===== src/rtl/dpram_loader_pkg.sv =====
// Shared types and constants for the ioctl-to-dpram loader.
package dpram_loader_pkg;

   localparam int MAX_BYTES = 4;
   localparam int IOCTL_AW  = 25;
   localparam int LANE_W    = $clog2(MAX_BYTES);

   typedef enum logic [2:0] {
      IDLE,
      COLLECT,
      WRITE,
      FLUSH,
      DONE
   } state_e;

endpackage


===== src/rtl/dpram_loader_if.sv =====
// HPS ioctl download stream plus one dpram write port; master drives ioctl, slave is the loader.
interface dpram_loader_if
   import dpram_loader_pkg::*;
#(
   parameter int ADDR_WIDTH = 8,
   parameter int DATA_WIDTH = 8
);

   logic                  ioctl_download;
   logic [7:0]            ioctl_index;
   logic                  ioctl_wr;
   logic [IOCTL_AW-1:0]   ioctl_addr;
   logic [7:0]            ioctl_dout;
   logic                  ioctl_wait;
   logic                  ram_enable;
   logic                  ram_wren;
   logic [ADDR_WIDTH-1:0] ram_address;
   logic [DATA_WIDTH-1:0] ram_data;

   modport master (
      output ioctl_download, ioctl_index, ioctl_wr, ioctl_addr, ioctl_dout,
      input  ioctl_wait, ram_enable, ram_wren, ram_address, ram_data
   );

   modport slave (
      input  ioctl_download, ioctl_index, ioctl_wr, ioctl_addr, ioctl_dout,
      output ioctl_wait, ram_enable, ram_wren, ram_address, ram_data
   );

endinterface


===== src/rtl/dpram_loader_byte_lane_packer.sv =====
// byte_lane_packer: assembles bytes into one RAM word; lanes never written stay 0x00.
module byte_lane_packer
   import dpram_loader_pkg::*;
#(
   parameter int BYTES = 1
) (
   input  logic               clock,
   input  logic               reset,
   input  logic               clear,
   input  logic               store,
   input  logic [LANE_W-1:0]  lane,
   input  logic [7:0]         din,
   output logic [8*BYTES-1:0] word_data,
   output logic               partial,
   output logic               would_fill
);

   logic [BYTES-1:0][7:0] data_q, data_d;
   logic [BYTES-1:0]      mask_q, mask_d;
   logic [BYTES-1:0]      lane_hot;

   always_comb begin
      lane_hot = '0;
      for (int k = 0; k < BYTES; k++) lane_hot[k] = (lane == LANE_W'(k));
   end

   // NOTE: every always_comb output gets a default first so no latch is inferred.
   always_comb begin
      data_d = data_q;
      mask_d = mask_q;
      if (clear) begin
         data_d = '0;
         mask_d = '0;
      end else if (store) begin
         for (int k = 0; k < BYTES; k++) begin
            if (lane_hot[k]) begin
               data_d[k] = din;
               mask_d[k] = 1'b1;
            end
         end
      end
   end

   // NOTE: the lane store is reset so a load aborted by reset can never leak stale bytes.
   always_ff @(posedge clock) begin
      if (reset) begin
         data_q <= '0;
         mask_q <= '0;
      end else begin
         data_q <= data_d;
         mask_q <= mask_d;
      end
   end

   assign word_data  = data_q;
   assign partial    = (|mask_q) && !(&mask_q);
   assign would_fill = &(mask_q | lane_hot);

endmodule


===== src/rtl/dpram_loader.sv =====
// dpram_loader: filters the ioctl download by index and byte window, packs bytes into words and
// drives one dpram write port. Define DPRAM_LOADER_CHECKSUM_EN for the additive byte checksum.
module dpram_loader
   import dpram_loader_pkg::*;
#(
   parameter int                  ADDR_WIDTH = 8,
   parameter int                  DATA_WIDTH = 8,
   parameter logic [IOCTL_AW-1:0] BASE_ADDR  = '0,
   parameter logic [7:0]          INDEX      = 8'd0
) (
   input  logic          clock,
   input  logic          reset,
   dpram_loader_if.slave bus,
   output logic          done,
   output logic [7:0]    checksum
);

   localparam int BYTES = DATA_WIDTH / 8;
   localparam logic [IOCTL_AW:0] WIN_LO = {1'b0, BASE_ADDR};
   localparam logic [IOCTL_AW:0] WIN_HI = WIN_LO + (IOCTL_AW+1)'(BYTES * (2 ** ADDR_WIDTH));

   state_e                state_q, state_d;
   logic                  dl_q, dl_d, end_q, end_d;
   logic                  pend_valid_q, pend_valid_d;
   logic [ADDR_WIDTH-1:0] pend_word_q, pend_word_d, word_q, word_d;
   logic [LANE_W-1:0]     pend_lane_q, pend_lane_d;
   logic [7:0]            pend_data_q, pend_data_d;

   logic                  in_win, match, rise, fall, acc_live, take_live;
   logic [31:0]           off;
   logic [ADDR_WIDTH-1:0] word_live, src_word;
   logic [LANE_W-1:0]     lane_live, src_lane;
   logic [7:0]            src_data;
   logic                  src_valid, pk_clear, pk_store, pk_partial, pk_would_fill;
   logic [DATA_WIDTH-1:0] pk_data;
   logic                  ram_write, enter_collect;

   assign in_win    = ({1'b0, bus.ioctl_addr} >= WIN_LO) && ({1'b0, bus.ioctl_addr} < WIN_HI);
   assign off       = 32'(bus.ioctl_addr - BASE_ADDR);
   assign word_live = ADDR_WIDTH'(off / BYTES);
   assign lane_live = LANE_W'(off % BYTES);
   assign match     = (bus.ioctl_index == INDEX);
   assign dl_d      = bus.ioctl_download;
   assign rise      = bus.ioctl_download & ~dl_q & match;
   assign fall      = dl_q & ~bus.ioctl_download;
   // dl_q keeps a strobe coincident with the download fall acceptable.
   assign acc_live  = bus.ioctl_wr & (bus.ioctl_download | dl_q) & match & in_win;

   // A held byte always takes priority over the live strobe.
   assign src_valid = pend_valid_q | acc_live;
   assign src_word  = pend_valid_q ? pend_word_q : word_live;
   assign src_lane  = pend_valid_q ? pend_lane_q : lane_live;
   assign src_data  = pend_valid_q ? pend_data_q : bus.ioctl_dout;

   byte_lane_packer #(.BYTES(BYTES)) u_packer (
      .clock      (clock),
      .reset      (reset),
      .clear      (pk_clear),
      .store      (pk_store),
      .lane       (src_lane),
      .din        (src_data),
      .word_data  (pk_data),
      .partial    (pk_partial),
      .would_fill (pk_would_fill)
   );

   always_comb begin
      state_d       = state_q;
      end_d         = end_q | fall;
      pend_valid_d  = pend_valid_q;
      pend_word_d   = pend_word_q;
      pend_lane_d   = pend_lane_q;
      pend_data_d   = pend_data_q;
      word_d        = word_q;
      take_live     = 1'b0;
      pk_clear      = 1'b0;
      pk_store      = 1'b0;
      ram_write     = 1'b0;
      enter_collect = 1'b0;
      unique case (state_q)
         IDLE, DONE: begin
            end_d = 1'b0;
            if (rise) begin
               state_d       = COLLECT;
               enter_collect = 1'b1;
               pk_clear      = 1'b1;
               take_live     = acc_live;
            end
         end
         COLLECT: begin
            if (src_valid) begin
               if (pk_partial && (src_word != word_q)) begin
                  state_d   = WRITE;
                  take_live = acc_live && !pend_valid_q;
               end else begin
                  pk_store = 1'b1;
                  word_d   = src_word;
                  if (pk_would_fill) state_d = WRITE;
                  if (pend_valid_q) begin
                     pend_valid_d = 1'b0;
                     take_live    = acc_live;
                  end
               end
            end else if (end_q || fall) begin
               state_d = pk_partial ? FLUSH : DONE;
            end
         end
         WRITE, FLUSH: begin
            ram_write = 1'b1;
            pk_clear  = 1'b1;
            state_d   = (state_q == FLUSH) ? DONE : COLLECT;
            take_live = (state_q == WRITE) && acc_live && !pend_valid_q;
         end
         default: state_d = IDLE;
      endcase
      if (take_live) begin
         pend_valid_d = 1'b1;
         pend_word_d  = word_live;
         pend_lane_d  = lane_live;
         pend_data_d  = bus.ioctl_dout;
      end
   end

   // NOTE: sequential state uses non-blocking assignments only; all next values come from _d.
   always_ff @(posedge clock) begin
      if (reset) begin
         state_q      <= IDLE;
         dl_q         <= dl_d;
         end_q        <= 1'b0;
         pend_valid_q <= 1'b0;
         pend_word_q  <= '0;
         pend_lane_q  <= '0;
         pend_data_q  <= '0;
         word_q       <= '0;
      end else begin
         state_q      <= state_d;
         dl_q         <= dl_d;
         end_q        <= end_d;
         pend_valid_q <= pend_valid_d;
         pend_word_q  <= pend_word_d;
         pend_lane_q  <= pend_lane_d;
         pend_data_q  <= pend_data_d;
         word_q       <= word_d;
      end
   end

`ifdef DPRAM_LOADER_CHECKSUM_EN
   logic [7:0] cks_q, cks_d;

   always_comb begin
      cks_d = cks_q;
      if (enter_collect)  cks_d = 8'h00;
      else if (pk_store)  cks_d = cks_q + src_data;
   end

   always_ff @(posedge clock) begin
      if (reset) cks_q <= 8'h00;
      else       cks_q <= cks_d;
   end

   assign checksum = cks_q;
`else
   assign checksum = 8'h00;
`endif

   assign bus.ioctl_wait  = (state_q == WRITE) || (state_q == FLUSH) || pend_valid_q;
   assign bus.ram_enable  = ram_write;
   assign bus.ram_wren    = ram_write;
   assign bus.ram_address = ram_write ? word_q : '0;
   assign bus.ram_data    = ram_write ? pk_data : '0;
   assign done            = (state_q == DONE);

endmodule


===== src/flat_wrapper.sv =====
// flat-port wrapper written by rule: the top's interface ports become plain ports
module dpram_loader_flat import dpram_loader_pkg::*;
#(
   parameter int                  ADDR_WIDTH = 8,
   parameter int                  DATA_WIDTH = 8,
   parameter logic [IOCTL_AW-1:0] BASE_ADDR  = '0,
   parameter logic [7:0]          INDEX      = 8'd0
)
  (clock, reset, done, checksum, bus_ioctl_download, bus_ioctl_index, bus_ioctl_wr, bus_ioctl_addr, bus_ioctl_dout, bus_ioctl_wait, bus_ram_enable, bus_ram_wren, bus_ram_address, bus_ram_data);
  dpram_loader_if #(.ADDR_WIDTH(ADDR_WIDTH), .DATA_WIDTH(DATA_WIDTH)) bus_i ();
  input  logic clock;
  input  logic reset;
  output logic done;
  output logic [7:0] checksum;
  input wire logic [$bits(bus_i.ioctl_download)-1:0] bus_ioctl_download;
  input wire logic [$bits(bus_i.ioctl_index)-1:0] bus_ioctl_index;
  input wire logic [$bits(bus_i.ioctl_wr)-1:0] bus_ioctl_wr;
  input wire logic [$bits(bus_i.ioctl_addr)-1:0] bus_ioctl_addr;
  input wire logic [$bits(bus_i.ioctl_dout)-1:0] bus_ioctl_dout;
  output wire logic [$bits(bus_i.ioctl_wait)-1:0] bus_ioctl_wait;
  output wire logic [$bits(bus_i.ram_enable)-1:0] bus_ram_enable;
  output wire logic [$bits(bus_i.ram_wren)-1:0] bus_ram_wren;
  output wire logic [$bits(bus_i.ram_address)-1:0] bus_ram_address;
  output wire logic [$bits(bus_i.ram_data)-1:0] bus_ram_data;
  assign bus_i.ioctl_download = bus_ioctl_download;
  assign bus_i.ioctl_index = bus_ioctl_index;
  assign bus_i.ioctl_wr = bus_ioctl_wr;
  assign bus_i.ioctl_addr = bus_ioctl_addr;
  assign bus_i.ioctl_dout = bus_ioctl_dout;
  assign bus_ioctl_wait = bus_i.ioctl_wait;
  assign bus_ram_enable = bus_i.ram_enable;
  assign bus_ram_wren = bus_i.ram_wren;
  assign bus_ram_address = bus_i.ram_address;
  assign bus_ram_data = bus_i.ram_data;
  dpram_loader #(.ADDR_WIDTH(ADDR_WIDTH), .DATA_WIDTH(DATA_WIDTH), .BASE_ADDR(BASE_ADDR), .INDEX(INDEX)) u_core (.clock(clock), .reset(reset), .bus(bus_i), .done(done), .checksum(checksum));
endmodule

===== config.mk =====
export PLATFORM = sky130hd
export DESIGN_NAME = dpram_loader_flat
export DESIGN_NICKNAME = d
export VERILOG_FILES = /design/src/rtl/dpram_loader_pkg.sv /design/src/rtl/dpram_loader_if.sv /design/src/rtl/dpram_loader_byte_lane_packer.sv /design/src/rtl/dpram_loader.sv /design/src/flat_wrapper.sv
export SDC_FILE = /design/constraint.sdc
export NUM_CORES = 1
export LEC_CHECK = 0
export CAP_MARGIN = 20
export CORE_ASPECT_RATIO = 0.7
export CORE_MARGIN = 10
export CORE_UTILIZATION = 35
export CTS_CLUSTER_DIAMETER = 120
export CTS_CLUSTER_SIZE = 40
export DETAILED_ROUTE_END_ITERATION = 16
export DONT_BUFFER_PORTS = 1
export GPL_ROUTABILITY_DRIVEN = 0
export GPL_TIMING_DRIVEN = 0
export HOLD_SLACK_MARGIN = 0.15
export MAX_ROUTING_LAYER = met4
export PLACE_DENSITY = 0.46
export SKIP_LAST_GASP = 1
export SYNTH_ARGS = -nofsm -noshare
export SYNTH_HDL_FRONTEND = slang
export SYNTH_HIERARCHICAL = 1
export SYNTH_SLANG_ARGS = --single-unit

===== constraint.sdc =====
create_clock -name clock -period 2.7 [get_ports clock]
set_input_delay 0.135 -clock clock [delete_from_list [all_inputs] [get_ports clock]]
set_output_delay 0.135 -clock clock [all_outputs]
set_load 0.01 [all_outputs]

==> results.toml <==
[floorplan]
pin_count = 73
die_area_um2 = 10700
core_area_um2 = 6760
die_w_um = 120
num_rows = 25
start_util_pct = 36.0
die_h_um = 89.7

[sta]
min_period_ns = 2.38
setup_viol = 0
hold_violations = 0
fin_crit_sh_pct = 88.3
rsz0062_at_grt = "false"
fmax_mhz = 419
maxSlewHeadroom_pct = 60.8
finalClockSkew_ns = 0.0123
slew_viol_final = 0
worstMarginPinSlew_ns = 0.587
setup_ws_ns = 0.315

[clocking]
clock-sinks = 39
htreeDepth = 2
clock_path_buffers = 2
cts_tree = "done"
worstSkewPairLatency_ns = 0.30
cts.reportedPaths.clkPinSlew_ns = 0.08
cts_root_buffer = "clkbuf_8"
cts_buffers = 5

[status]
status = "complete, no violations"

[min_path]
min_path_type = "in2reg"
whs_path_depth = 2

[power]
power_density_nw_per_um2 = 409
p_clk_share_pct = 42.6
swShare_pct = 23.7
p_sw_uw = 280
p_seq_share_pct = 48.6
intPower_uw = 905
combinationalPowerShare_pct = 8.8
peakVddDrop_v = 0.000188
leakage_uw = 0.00107

[synthesis]
synth_edf_count = 0
ys_warn_count = 6
synth_seq_cells = 39
syn_avg_cell_area_um2 = 8.78
yosysSeqAreaShare_pct = 32.1
synth_ff_type = "dfxtp_1"
synth_area_um2 = 2430
synth_cells = 277
ys_async_sr_fraction_pct = 0
synth_cell_types = 45

[placed_design]
io_buffers = 0
placed_area_um2 = 2590
dp_hpwl_um = 4900
place_ws_ns = -0.0890

[global_routing]
antenna_found_initial = 0
grt_max_degree = 14
grt_pass1_vias = 2012
grt_overflow = 0
grt_util_all_layers_pct = 12.6
grt_pass1_wl_um = 10900

[worst_setup_path]
cp_num_buf_inv = 1
cp-start-kind = "flop"
crit_arrival_ns = 2.57
crit_type = "reg2reg"
critPathSlowestCell = "nor3_2"
crit_fanout = 9
slowest_delay_ns = 0.40
crit_required_ns = 2.89
crit_chain = "o211ai_1, nor3_2, o21ai_0, nor2_2, nor3b_4, buf_12, mux2_2"
r2r_cells = 7
cp_top_family = "simple AND/OR/NAND/NOR gates"
endpoint_kind = "flop"
worstSetupPathDepth = 7

[drt]
drtIter0Drc = 72
ant_nets = 0
drt-total-wl_um = 6600
route.detailed.wl_per_inst_um = 16.2
drc_errors = 0
via_count = 2011
avgViaCountPerCell = 4.93
firstDrtPassIters = 4

[final_layout]
fin_area_um2 = 2900
layout_commonest_cell = "dfxtp_1"
area_growth_pct = 19.2
fillers = 723
diodes = 0
layout-drive-gt1-share_pct = 19.4
fin_nets = 358
final_cell_mix = "dfxtp_1 (39), o21ai_0 (26), nor2b_1 (18), nand2b_1 (18), nor3b_1 (18)"

[run]
drv_cap = 0
path summary, 6_finish.rpt:
path / from / slack [ns] / endpoint
worst max-delay path: u_core/dl_q / 0.32 / u_core/u_packer/word_data[7]
worst min-delay path: bus_ioctl_addr[2] / 0.17 / u_core/word_q[2]
worst max register to register: u_core/dl_q / 0.32 / u_core/u_packer/word_data[7]
worst min register to register: u_core/u_packer/mask_q / 0.47 / u_core/u_packer/mask_q
power groups by stage:
| stage | clock network, µW | registers (µW) | logic [µW] |
|---|---|---|---|
| final | 506 | 576 | 104 |
| after global routing | 552 | 576 | 114 |
| after global placement | 0 | 590 | 82.0 |
| after floorplan | 0 | 589 | 67.9 |
| after detailed placement | 0 | 590 | 81.4 |
| after CTS | 525 | 576 | 102 |
logic make-up (layout without fill, tap and decap cells):
family / count (synthesis) / count (layout) / synth area share [%]
flip-flops: 39 / 39 / 32.1
buffers and inverters: 29 / 55 / 7.61
AO/OA/AOI/OAI: 66 / 66 / 17.2
AND/OR/NAND/NOR: 108 / 108 / 28.8
multiplexers: 25 / 25 / 11.1
XOR/XNOR: 8 / 8 / 2.88
other: 2 / 13 / 0.309
through the flow:
stage / total power, µW / hold WS (ns) / cells / TNS (ns) / utilization (%)
floorplan: 657 / 0.163 / 288 / 0 / -
global placement: 672 / 0.163 / 382 / -0.854 / 38.4
finish: 1190 / 0.171 / 408 / 0 / 42.9
detailed placement: 671 / 0.163 / 382 / -0.683 / 38.4
global route: 1240 / 0.184 / 408 / 0 / 42.9
CTS: 1200 / 0.171 / 407 / 0 / 42.5
timing repair:
item | 4_1_cts | 5_1_grt
gates resized for setup | 0 | 1
setup buffers | 0 | 1
endpoints found under the hold margin | 18 | 0
hold buffers | 17 | 0
endpoints found under the setup margin | 0 | 8
layer usage:
metal  up-vias  share of wire (%)  track usage, %
li1       1026                  -               -
met1       922                 50            16.2
met2        57                 41            17.9
met3         6                7.5            4.62
met4         0                1.0            3.41
met5         -                  0               -
registers in the layout, summed over array words and instances (netlist names):
name and flops:
u_core/end_q 1, u_core/state_q 3, u_core/pend_valid_q 1, u_core/u_packer/mask_q 1, u_core/pend_word_q 8, u_core/pend_data_q 8, u_core/word_q 8, u_core/u_packer/word_data 8
u_core/dl_q 1
synthesized netlist by cell type, types with 4 or more instances:
cell type	number	area (µm²)
nor2_1	6	22.5
nor4_1	6	37.5
nor2b_1	18	113
nand2b_1	18	113
a21oi_1	11	55.1
clkbuf_1	8	30.0
o21ai_0	26	130
and2_1	17	106
nor3b_1	19	143
dfxtp_1	39	781
mux2_2	16	180
nand2_1	4	15.0
xor2_1	8	70.1
buf_2	6	30.0
o21ai_2	10	87.6
buf_4	10	75.1
a211oi_1	8	60.1
mux2i_1	9	90.1
nand3_1	4	20.0
area by class of cell:
type	instances	area, µm²	area share (%)
clock buffer	5	68.8	2.37
multi-input combinational	220	1510	52.2
clock inverter	3	43.8	1.51
timing repair buffer	18	190	6.56
inverter	1	3.75	0.129
buffer	28	181	6.26
tap	94	118	4.06
sequential	39	781	26.9
No activity file was read; power rests on OpenSTA's default activity.
